`src/rtl/bcd_serial_adder_seq.sv`:
```
`default_nettype none
// ============================================================================
// Module   : bcd_serial_adder_seq
// Brief    : Digit-serial packed-BCD addition sequencer driving an external
//            combinational single-digit BCD adder. Optional input digit check
//            enabled by defining BCD_SEQ_INPUT_CHECK_EN.
// Revision : 1.0 - initial release
// ============================================================================
module bcd_serial_adder_seq #(
    parameter int DIGITS = 4
) (
    input  logic                  clock,
    input  logic                  reset_n,
    input  logic                  start,
    input  logic [4*DIGITS-1:0]   a,
    input  logic [4*DIGITS-1:0]   b,
    input  logic                  cin,
    output logic [3:0]            add_a,
    output logic [3:0]            add_b,
    output logic                  add_cin,
    input  logic [3:0]            add_sum,
    input  logic                  add_cout,
    output logic                  busy,
    output logic                  done,
    output logic [4*DIGITS-1:0]   sum,
    output logic                  cout,
    output logic                  err
);

    localparam int IW = (DIGITS > 1) ? $clog2(DIGITS) : 1;
    localparam logic [IW-1:0] C_LAST_IDX = IW'(DIGITS - 1);

    typedef enum logic [1:0] {
        S_IDLE   = 2'd0,
        S_ADD    = 2'd1,
        S_FINISH = 2'd2
    } state_t;

    state_t               r_state;
    logic [4*DIGITS-1:0]  r_a;
    logic [4*DIGITS-1:0]  r_b;
    logic [4*DIGITS-1:0]  r_sum;
    logic [IW-1:0]        r_idx;
    logic                 r_carry;
    logic                 r_cout;
    logic                 r_busy;
    logic                 r_done;
    logic [IW+1:0]        w_sel;
    logic                 w_accept;

    assign w_sel    = {r_idx, 2'b00};
    assign w_accept = (r_state == S_IDLE) && start;

    // r_busy mirrors the ADD state, so it doubles as the digit-port enable
    assign add_a   = r_busy ? r_a[w_sel +: 4] : 4'd0;
    assign add_b   = r_busy ? r_b[w_sel +: 4] : 4'd0;
    assign add_cin = r_busy ? r_carry : 1'b0;

    assign busy = r_busy;
    assign done = r_done;
    assign sum  = r_sum;
    assign cout = r_cout;

    always_ff @(posedge clock) begin
        if (!reset_n) begin
            r_state <= S_IDLE;
            r_a     <= '0;
            r_b     <= '0;
            r_sum   <= '0;
            r_idx   <= '0;
            r_carry <= 1'b0;
            r_cout  <= 1'b0;
            r_busy  <= 1'b0;
            r_done  <= 1'b0;
        end else begin
            r_done <= 1'b0;
            case (r_state)
                S_IDLE: begin
                    if (start) begin
                        r_a     <= a;
                        r_b     <= b;
                        r_carry <= cin;
                        r_idx   <= '0;
                        r_sum   <= '0;
                        r_busy  <= 1'b1;
                        r_state <= S_ADD;
                    end
                end
                S_ADD: begin
                    r_sum[w_sel +: 4] <= add_sum;
                    r_carry           <= add_cout;
                    if (r_idx == C_LAST_IDX) begin
                        // Final carry captured here so cout is valid alongside done
                        r_cout  <= add_cout;
                        r_busy  <= 1'b0;
                        r_done  <= 1'b1;
                        r_state <= S_FINISH;
                    end else begin
                        r_idx <= r_idx + 1'b1;
                    end
                end
                S_FINISH: begin
                    r_state <= S_IDLE;
                end
                default: begin
                    r_state <= S_IDLE;
                end
            endcase
        end
    end

`ifdef BCD_SEQ_INPUT_CHECK_EN
    logic [2*DIGITS-1:0] w_dig_bad;
    logic                r_err;

    for (genvar gi = 0; gi < DIGITS; gi++) begin : g_chk
        assign w_dig_bad[2*gi]     = (a[4*gi +: 4] > 4'd9);
        assign w_dig_bad[2*gi + 1] = (b[4*gi +: 4] > 4'd9);
    end

    always_ff @(posedge clock) begin
        if (!reset_n) begin
            r_err <= 1'b0;
        end else if (w_accept) begin
            r_err <= |w_dig_bad;
        end
    end

    assign err = r_err;
`else
    logic w_unused;
    assign w_unused = w_accept;
    assign err      = 1'b0;
`endif

endmodule
`default_nettype wire

```
`config.mk`:
```
export PLATFORM = sky130hd
export DESIGN_NAME = bcd_serial_adder_seq
export DESIGN_NICKNAME = d
export VERILOG_FILES = /design/src/rtl/bcd_serial_adder_seq.sv
export SDC_FILE = /design/constraint.sdc
export NUM_CORES = 1
export LEC_CHECK = 0
export ABC_AREA = 1
export CORE_MARGIN = 2
export CORE_UTILIZATION = 30
export CTS_CLUSTER_SIZE = 28
export DETAILED_ROUTE_END_ITERATION = 10
export HOLD_SLACK_MARGIN = 0.03
export PLACE_DENSITY = 0.62
export SLEW_MARGIN = 10
export SYNTH_ARGS = -nofsm -noshare
export SYNTH_HDL_FRONTEND = slang
export SYNTH_SLANG_ARGS = --single-unit
export TNS_END_PERCENT = 100
```
`constraint.sdc`:
```
create_clock -name clock -period 3.9 [get_ports clock]
set_input_delay 0.78 -clock clock [delete_from_list [all_inputs] [get_ports clock]]
set_output_delay 0.78 -clock clock [all_outputs]
set_load 0.01 [all_outputs]
```
==> Yosys cells after proc, flatten, opt, wreduce, memory -nomap -nowiden <==
Index checks and enable logic that the tools add are counted.
{ "op_classes": {"reduce_logical": 9, "shift": 4, "addsub": 2, "muxes": 18, "n_eq_ne": 5} }
{ "op_table": {"columns": ["op", "n"], "rows": [
  ["case mux 16 bit (2 select lines)", 1],
  ["indexed part select 16 x 5 -> 4 bit", 2],
  ["bitwise mux 16 bit", 1],
  ["2-to-1 mux 16 bit", 1],
  ["variable shift 4 x 6 -> 16 bit (first input constant)", 1],
  ["indexed part select 4 x 6 -> 16 bit", 1],
  ["AND reduction 2 bit", 5],
  ["2-to-1 mux 2 bit", 4],
  ["2-to-1 mux 4 bit", 2],
  ["case mux 2 bit (2 select lines)", 2],
  ["inequality test 2 bit (second input constant)", 3],
  ["negation 4 -> 6 bit", 1],
  ["AND reduction 3 bit", 2],
  ["2-to-1 mux 1 bit", 5],
  ["case mux 1 bit (2 select lines)", 2],
  ["adder 2 x 1 -> 2 bit (second input constant)", 1],
  ["equality test 2 x 1 -> 1 bit (second input constant)", 1],
  ["equality test 2 bit (second input constant)", 1],
  ["logical NOT 2 bit", 1],
  ["nonzero test 2 bit", 1]
]} }
{ "word_totals": {"input_bits": 41, "out_inout_bits": 29, "elab_cells": 47, "register_bits": 56} }

==> Depth between registers and ports, before layout <==
Gate-level depths: netlist of run 1.
{ "logic_depth": {"depth_word": 4, "ltp_mapped": 10, "ltp_nobuf": 8} }

==> Worst setup path after synthesis of run 1 <==
OpenSTA, ideal clock, no wires.
{ "synth_path": {"path_type": "register to output", "start": "register r_idx[1]", "end": "output add_a[0]", "arrival_ns": 1.142, "path_slack_ns": 1.978, "path_buffers": 1, "path_stages_with_launch": 6, "t_required_ns": 3.120, "path_cell_list": "dfxtp_1 -> buf_4 -> clkinv_1 -> nor2_1 -> o21ai_0 -> a21oi_1"} }
{ "synth_between": {"elab_chain_len": 2} }
{ "synth_rtl": {"columns": ["item", "line", "text"], "rows": [
  ["start: declaration", "43", "logic [IW-1:0] r_idx;"],
  ["start signal: assignment", "99", "r_idx <= r_idx + 1'b1;"],
  ["indexed part select 16 x 5 -> 4 bit", "55", "assign add_a = r_busy ? r_a[w_sel +: 4] : 4'd0;"],
  ["2-to-1 mux 4 bit", "55", null],
  ["end: declaration", "18", "output logic [3:0] add_a,"]
]} }
No other way between the ends.

==> Worst setup path in the final report of run 1 <==
{ "layout_path": {"start": "register r_idx[1]", "end": "output add_b[2]"} }
{ "layout_between": {"elab_chain_len": 2} }
{ "layout_rtl": {"columns": ["item", "line", "text"], "rows": [
  ["indexed part select 16 x 5 -> 4 bit", "56", "assign add_b = r_busy ? r_b[w_sel +: 4] : 4'd0;"],
  ["2-to-1 mux 4 bit", "56", null],
  ["end: declaration", "19", "output logic [3:0] add_b,"]
]} }
No other way between the ends.

==> summary.md, run 1 <==
The initial utilization of the core area, before any placement, comes to 31.1%. The die span in y was 96.6 µm; the sink count of the clock tree was 56. Headroom to the max-slew limit came out at 60.7%. The iteration count of the initial detailed-routing pass is 4. The run gives 4650 µm as the placed wire-length estimate.

Of the total synthesized cell area, the portion taken by XOR and XNOR cells is 0%. The post-synthesis share of cell area spent on and, or, nand and nor gates was 31.8%. The final total negative setup slack is 0 ps, and the worst-path maximum fanout is 13.

The required time of the critical path came out at 3120 ps. Routed length per placed instance: 11.9 µm. The final layout contains routed wiring with a total length of 6360 µm. Averaged over all synthesized cells, the footprint is 6.95 µm². The worst IR drop on VDD is 0.000194 V.

The count of input and output buffers works out to 68. By startpoint and endpoint, the worst setup path is classified as reg -> out. For this run, design rule violations remaining after detail routing come to 0. Max-cap violations in this run came to 0. The startpoint type of the worst setup path is a flip-flop. Counting the fill cells in the layout gives 879. The floorplan has 33 rows. The compound-gate portion of the synthesized area was 13.7%; the worst setup skew after layout was 13.4 ps. Summed over all cells, the static leakage comes to 1.38 nW. Cells with a size suffix above 1 make up 4.91% of the layout. The via count of the first global-routing pass is 2,364, and the part of the cycle the worst path needs is 81.3%.

Entering global routing, the biggest net connects 51 pins. In this run the number of H-tree levels came out at 2. The fraction of synthesized area in multiplexers is 0%. The tools report the portion of the post-synthesis area used by sequential elements as 43.6%. The final critical-path required period was 3170 ps; the I/O pin count was 70. Synthesis produced a netlist with a net count of 417. The critical path data arrival time was 2390 ps; the area share of fa/ha/maj cells after synthesis was 2.92%.

After synthesis the netlist holds a flip-flop and latch count of 56. Global routing used 14.6% of the available tracks. In this run the clock root is driven by a clkbuf_8.

TritonCTS built the clock tree. For this run, the number of Yosys warnings is 0. Number of endpoints with negative hold slack in the final report: 0.

The CTS buffer count came out at 5. The kind of capture point of the worst setup path is a primary output. The initial DRC count was 124.

The area growth from synthesis to layout is 33.3%. Global-route congestion overflow total: 0. Post-cts hold buffer count: 0.

The post-detailed-route via-to-cell ratio is 4.53. Timing would allow up to 315 MHz. In this run the remaining antenna-violating nets after routing total 0. The utilization after layout was 41.5%; the count of instances resized after the clock tree is built was 0.

The die covers 9320 µm². The dominant combinational cell family by area after synthesis is simple AND/OR/NAND/NOR gates. Synthesis produced 370 cells. Synthesis instantiated 25 different standard cells from the library. After clock tree synthesis, the clock-pin slew on the worst setup and hold paths is 100 ps.

After floorplanning, the core was sized to cover 8260 µm². The diode insertion count for antenna repair was 0; the number of buffers on the longest clock path was 2. For this design the ratio of total power to cell area is 402 nW/µm².

The run finished with clean final reports. In this run the horizontal extent of the chip is 96.6 µm. The final RePlAce weighted congestion is 0.822. The number of slew-limit violations in the final report came out at 0.

For the number of antenna violations at the first check in global routing, the log shows 0. For the number of nets in the finished design, the log shows 474. For the pin with the worst max-slew slack, the measured transition is 588 ps.

Buffers added to address setup during post-CTS repair amount to 0. Clock latency on the worst-skew pair, taken at its later pin, is 310 ps. The number of setup violations in the final report is 0, and the final total power is 0.00138 W. Setup repair after global routing left no endpoint under its margin. The final route contains 2,415 vias. The total standard cell area after synthesis came out at 2570 µm².

The type of the tightest min-delay check is reg -> reg. The first global-routing pass estimated 10,800 µm of wire.
## sequential cells by signal, summed over array words and instances (netlist names)
register and flops:
busy 1, cout 1, done 1, r_a 16
r_b 16, r_carry 1, r_idx 2, r_state 2
sum 16
## final timing paths
kind / from / endpoint / slack (ps) / cells past startpoint
max: r_idx[1] / add_b[2] / 730 / 5
max reg2reg: r_idx[1] / sum[10] / 1720 / 6
min: sum[2] / sum[2] / 490 / 2
min reg2reg: sum[2] / sum[2] / 490 / 2
## cell families after synthesis
| family | count (synthesis) |
|---|---|
| compound gates | 70 |
| fa+ha+maj | 6 |
| buf+inv | 39 |
| flops | 56 |
| other cells | 1 |
| simple gates | 198 |
## cell usage after synthesis, drive strengths merged
cell,count,area [µm²]
inv,17,63.8
nand3,19,100
buf,13,104
conb,1,3.75
nand3b,4,30.0
nor2,132,508
nand4,2,12.5
clkbuf,7,26.3
a31oi,1,6.26
a21oi,20,100
ha,6,75.1
clkinv,2,7.51
o21ai,49,245
nand2,41,166
dfxtp,56,1120
## power by group
| group | total, W | internal [W] | switching (W) |
|---|---|---|---|
| Combinational | 0.000234 | 0.000109 | 0.000125 |
| Sequential | 0.000634 | 0.000611 | 0.0000237 |
| Clock | 0.000507 | 0.000321 | 0.000186 |
## routing by layer
metal | global-route usage, % | share of wire, %
met1 | 18.3 | 47
met4 | 3.29 | 0.66
met2 | 25.2 | 46
met5 | 0 | 0
met3 | 3.80 | 5.8
## per-stage QoR
step / worst slack [ps] / cells / cell area, µm² / hold slack [ps]
2_1_floorplan: 1980 / 370 / 2570 / 450
3_3_place_gp: 1180 / 525 / 3270 / 457
3_5_place_dp: 1100 / 525 / 3270 / 470
4_1_cts: 747 / 533 / 3430 / 493
5_1_grt: 558 / 533 / 3430 / 504
6_report: 730 / 533 / 3430 / 488
## layout make-up
cell class,instances,area (µm²),share of cell area [%]
multi-input combinational,275,1250,36.4
clock inverter,3,90.1,2.63
timing repair buffer,70,696,20.3
tap,105,131,3.83
clock buffer,5,68.8,2.01
inverter,19,71.3,2.08
sequential,56,1120,32.7
## critical path, cell delays in order (launching register included)
cell,delay (ps)
dfxtp_1,610
clkinv_1,440
nor2_1,200
o21ai_0,100
a21oi_1,170
clkdlybuf4s50_1,570
## cell usage in the layout, fill, tap and decap left out, drive strengths merged
master,count
nand4,2
inv,17
buf,2
a21oi,20
dfxtp,56
nand2,41
o21ai,49
clkdlybuf4s50,68
nand3,19
bufinv,3
nand3b,4
nor2,132
a31oi,1
clkbuf,5
ha,6
conb,1
clkinv,2
Power figures use the tool's default switching activity.
==> run 2: changes to the inputs <==
--- a/config.mk
+++ b/config.mk
@@ -11,7 +11,7 @@
 export CTS_CLUSTER_SIZE = 28
 export DETAILED_ROUTE_END_ITERATION = 10
 export HOLD_SLACK_MARGIN = 0.03
-export PLACE_DENSITY = 0.62
+export PLACE_DENSITY = 0.64
 export SLEW_MARGIN = 10
 export SYNTH_ARGS = -nofsm -noshare
 export SYNTH_HDL_FRONTEND = slang
==> constraint.sdc (replaced) <==
create_clock -name clock -period 2.81 [get_ports clock]
set_input_delay 0.562 -clock clock [delete_from_list [all_inputs] [get_ports clock]]
set_output_delay 0.562 -clock clock [all_outputs]
set_load 0.01 [all_outputs]
==> run 2 against run 1 <==
Sequential share of layout area rose by 0.23 points. Via count up 1.8%. Hold slack worse by 7.9 ps. Register-to-register slack got worse by 790 ps. Non-clock buffer count up 3. Combinational power up 41%. Final cell count rose by 0.56%. Core utilization is 0.29 points lower. Sequential cell count unchanged. Critical path depth grew 1. Sequential power is 39% higher. First-iteration DRC count down 42%. Critical path type unchanged. Largest cell class unchanged.
==> summary.md, run 2 (synthesized netlist as in run 1, its figures left out) <==
No sink is reached through more buffers than the 2 on the longest clock path. The worst slew margin relative to its limit was 63.3%; the final RePlAce weighted congestion was 0.832. The tools report the critical path data arrival time as 2000 ps.

Across every metal layer, demand over resource in global routing totals 14.9%. The type of the tightest min-delay check was reg -> reg. For this design the static power due to leakage is 1.37 nW. In the layout the commonest cells are 129 x nor2_1, 68 x clkdlybuf4s50_1, 56 x dfxtp_1.

The number of antenna violations at the first check in global routing was 0. The filler cells instantiated in the layout total 909. Setup violations remaining at the end of the flow were counted as 0.

The tools report the kind of capture point of the worst setup path as a primary output. For this block, the initial DRC count from the detailed router was 72. After clock tree synthesis, the setup repair step added 0 buffers. For the number of H-tree levels, the log shows 2.

After detailed routing, the number of vias per cell comes to 4.59. The worst register-to-register path begins at r_idx[0]. In this run the most critical hold path is launched from cout. At the later pin of the worst-skew pair, clock insertion delay measures 310 ps. The first global-routing pass estimated 10,700 µm of wire. In the routed design, unresolved DRC markers number 0. The number of slew-limit violations in the final report came out at 0. After detailed routing, the average wire length per cell comes to 12.0 µm.

Based on the critical path, the design can be clocked at up to 390 MHz. The overall via count from detail_route was 2,459. For the total wire length, the log shows 6430 µm. The cell area power density was 510 nW/µm²; the switching power was 0.000469 W. The fraction of final layout cells sized beyond drive strength 1 was 5.80%; the overall die area was 9320 µm². The tools report the placed wire-length estimate as 4640 µm. The worst setup path is launched from a flip-flop.

TritonCTS built the clock tree. The logs give 1 for the count of instances resized after the clock tree is built and 5 for the CTS buffer count. Per report_power, the combinational group accounts for 19.0% of the total. Setup repair after global routing left no endpoint under its margin. Relative to the synthesized area, the layout overhead comes to 32.4%.

The worst-path maximum fanout works out to 10. Leaving out fill and tap cells, the most frequent cell in the layout is nor2_1. The worst register-to-register path has a setup slack of 930 ps. The I/O pin count was 70.

The core area is 8260 µm², and the global-route congestion overflow total is 0. The critical path is of the reg -> out type. Worst hold slack after final layout: 480 ps. In this run the vertical extent of the chip is 96.6 µm.

After detailed placement, the total cell area comes to 3290 µm². The worst IR drop on VDD is 0.000214 V, and the largest net degree at the start of global routing is 34. The cell count of the worst reg-to-reg path was 6.

The final critical-path required period is 2560 ps, and the number of nets still failing antenna checks after routing is 0. Diode insertion count for antenna repair: 0. The floorplan has 33 rows.

The pre-antenna-repair detailed-routing pass consisted of 4 iterations. For the number of endpoints with negative hold slack in the final report, the log shows 0. Sequential cells burn 50.7% of the power. The run gives 0 ps as the final total negative setup slack. Worst-case hold path end point: cout. Max-cap violations in this run came to 0. Worst setup skew after layout: 9.29 ps. The sink count of the clock tree came out at 56. Once layout is done, the placed cells without fillers occupy 3400 µm². The hold path depth was 2; the internal power contribution was 0.00127 W.

Input and output buffers added on the ports amount to 68. Via count of the first global-routing pass: 2,379. The clock root buffer is clkbuf_8. The logs give 477 for the number of nets in the finished design and 0 for the post-cts hold buffer count. The clock-pin slew reported for the worst setup and hold paths after clock tree synthesis works out to 100 ps. The flow ran to the end, and the final reports show no timing, DRC or antenna violations. For the pin with the worst max-slew slack, the measured transition is 550 ps. The share of total power dissipated in the clock network is 30.3%. The required time of the critical path came out at 2250 ps. The switching fraction of total power is 27.0%, and the die width is 96.6 µm.

The endpoint identified for the worst register-to-register timing path is sum[11]. Once the floorplan was initialized, standard cells occupied 31.1% of the core. The worst path uses 91.2% of the clock period.
run 2: worst max-delay path, cell delays in order, from the launching register on:
cell	delay [ps]
dfxtp_1	520
buf_4	240
nor2_1	50
nor2_1	90
o21ai_0	90
a21oi_1	160
clkdlybuf4s50_1	550
run 2: worst max-delay path by stage:
stage             start  endpoint  slack, ps  cells after the start
6_report       r_idx[0]  add_a[2]        250                      6
5_1_grt        r_idx[0]  add_a[2]         50                      6
4_1_cts        r_idx[0]  add_a[2]        210                      6
3_5_place_dp   r_idx[0]  add_b[2]        330                      4
3_3_place_gp   r_idx[0]  add_a[0]        430                      4
2_1_floorplan  r_idx[0]   sum[11]       1100                      8
run 2: power by group through the flow:
stage	clock (W)	sequential, W	combinational [W]
detailed placement	0	0.000899	0.000333
finish	0.000526	0.000880	0.000330
floorplan	0	0.000892	0.000206
CTS	0.000546	0.000881	0.000334
global route	0.000570	0.000887	0.000375
global placement	0	0.000897	0.000328
run 2: layout make-up:
type	count	area (µm²)	share of cell area, %
clock buffer	5	68.8	2.02
clock inverter	3	42.5	1.25
inverter	19	72.6	2.13
multi-input combinational	275	1250	36.7
sequential	56	1120	33.0
tap	105	131	3.86
timing repair buffer	73	718	21.1
run 2: layer usage:
layer  GRT usage, %  vias up  share of wire (%)
met5              0        -                  0
met4           4.69        0               0.73
met3           3.10        2                4.7
met2           26.0       52                 48
met1           18.2     1110                 47
li1               -     1295                  -
run 2: per-stage QoR:
| stage | power, W | cells | utilization, % | setup slack [ps] |
|---|---|---|---|---|
| finish | 0.00174 | 536 | 41.2 | 248 |
| global route | 0.00183 | 536 | 41.2 | 51.8 |
| CTS | 0.00176 | 536 | 41.2 | 214 |
| detailed placement | 0.00123 | 528 | 39.8 | 334 |
| global placement | 0.00122 | 528 | 39.8 | 430 |
| floorplan | 0.00110 | 370 | - | 1100 |
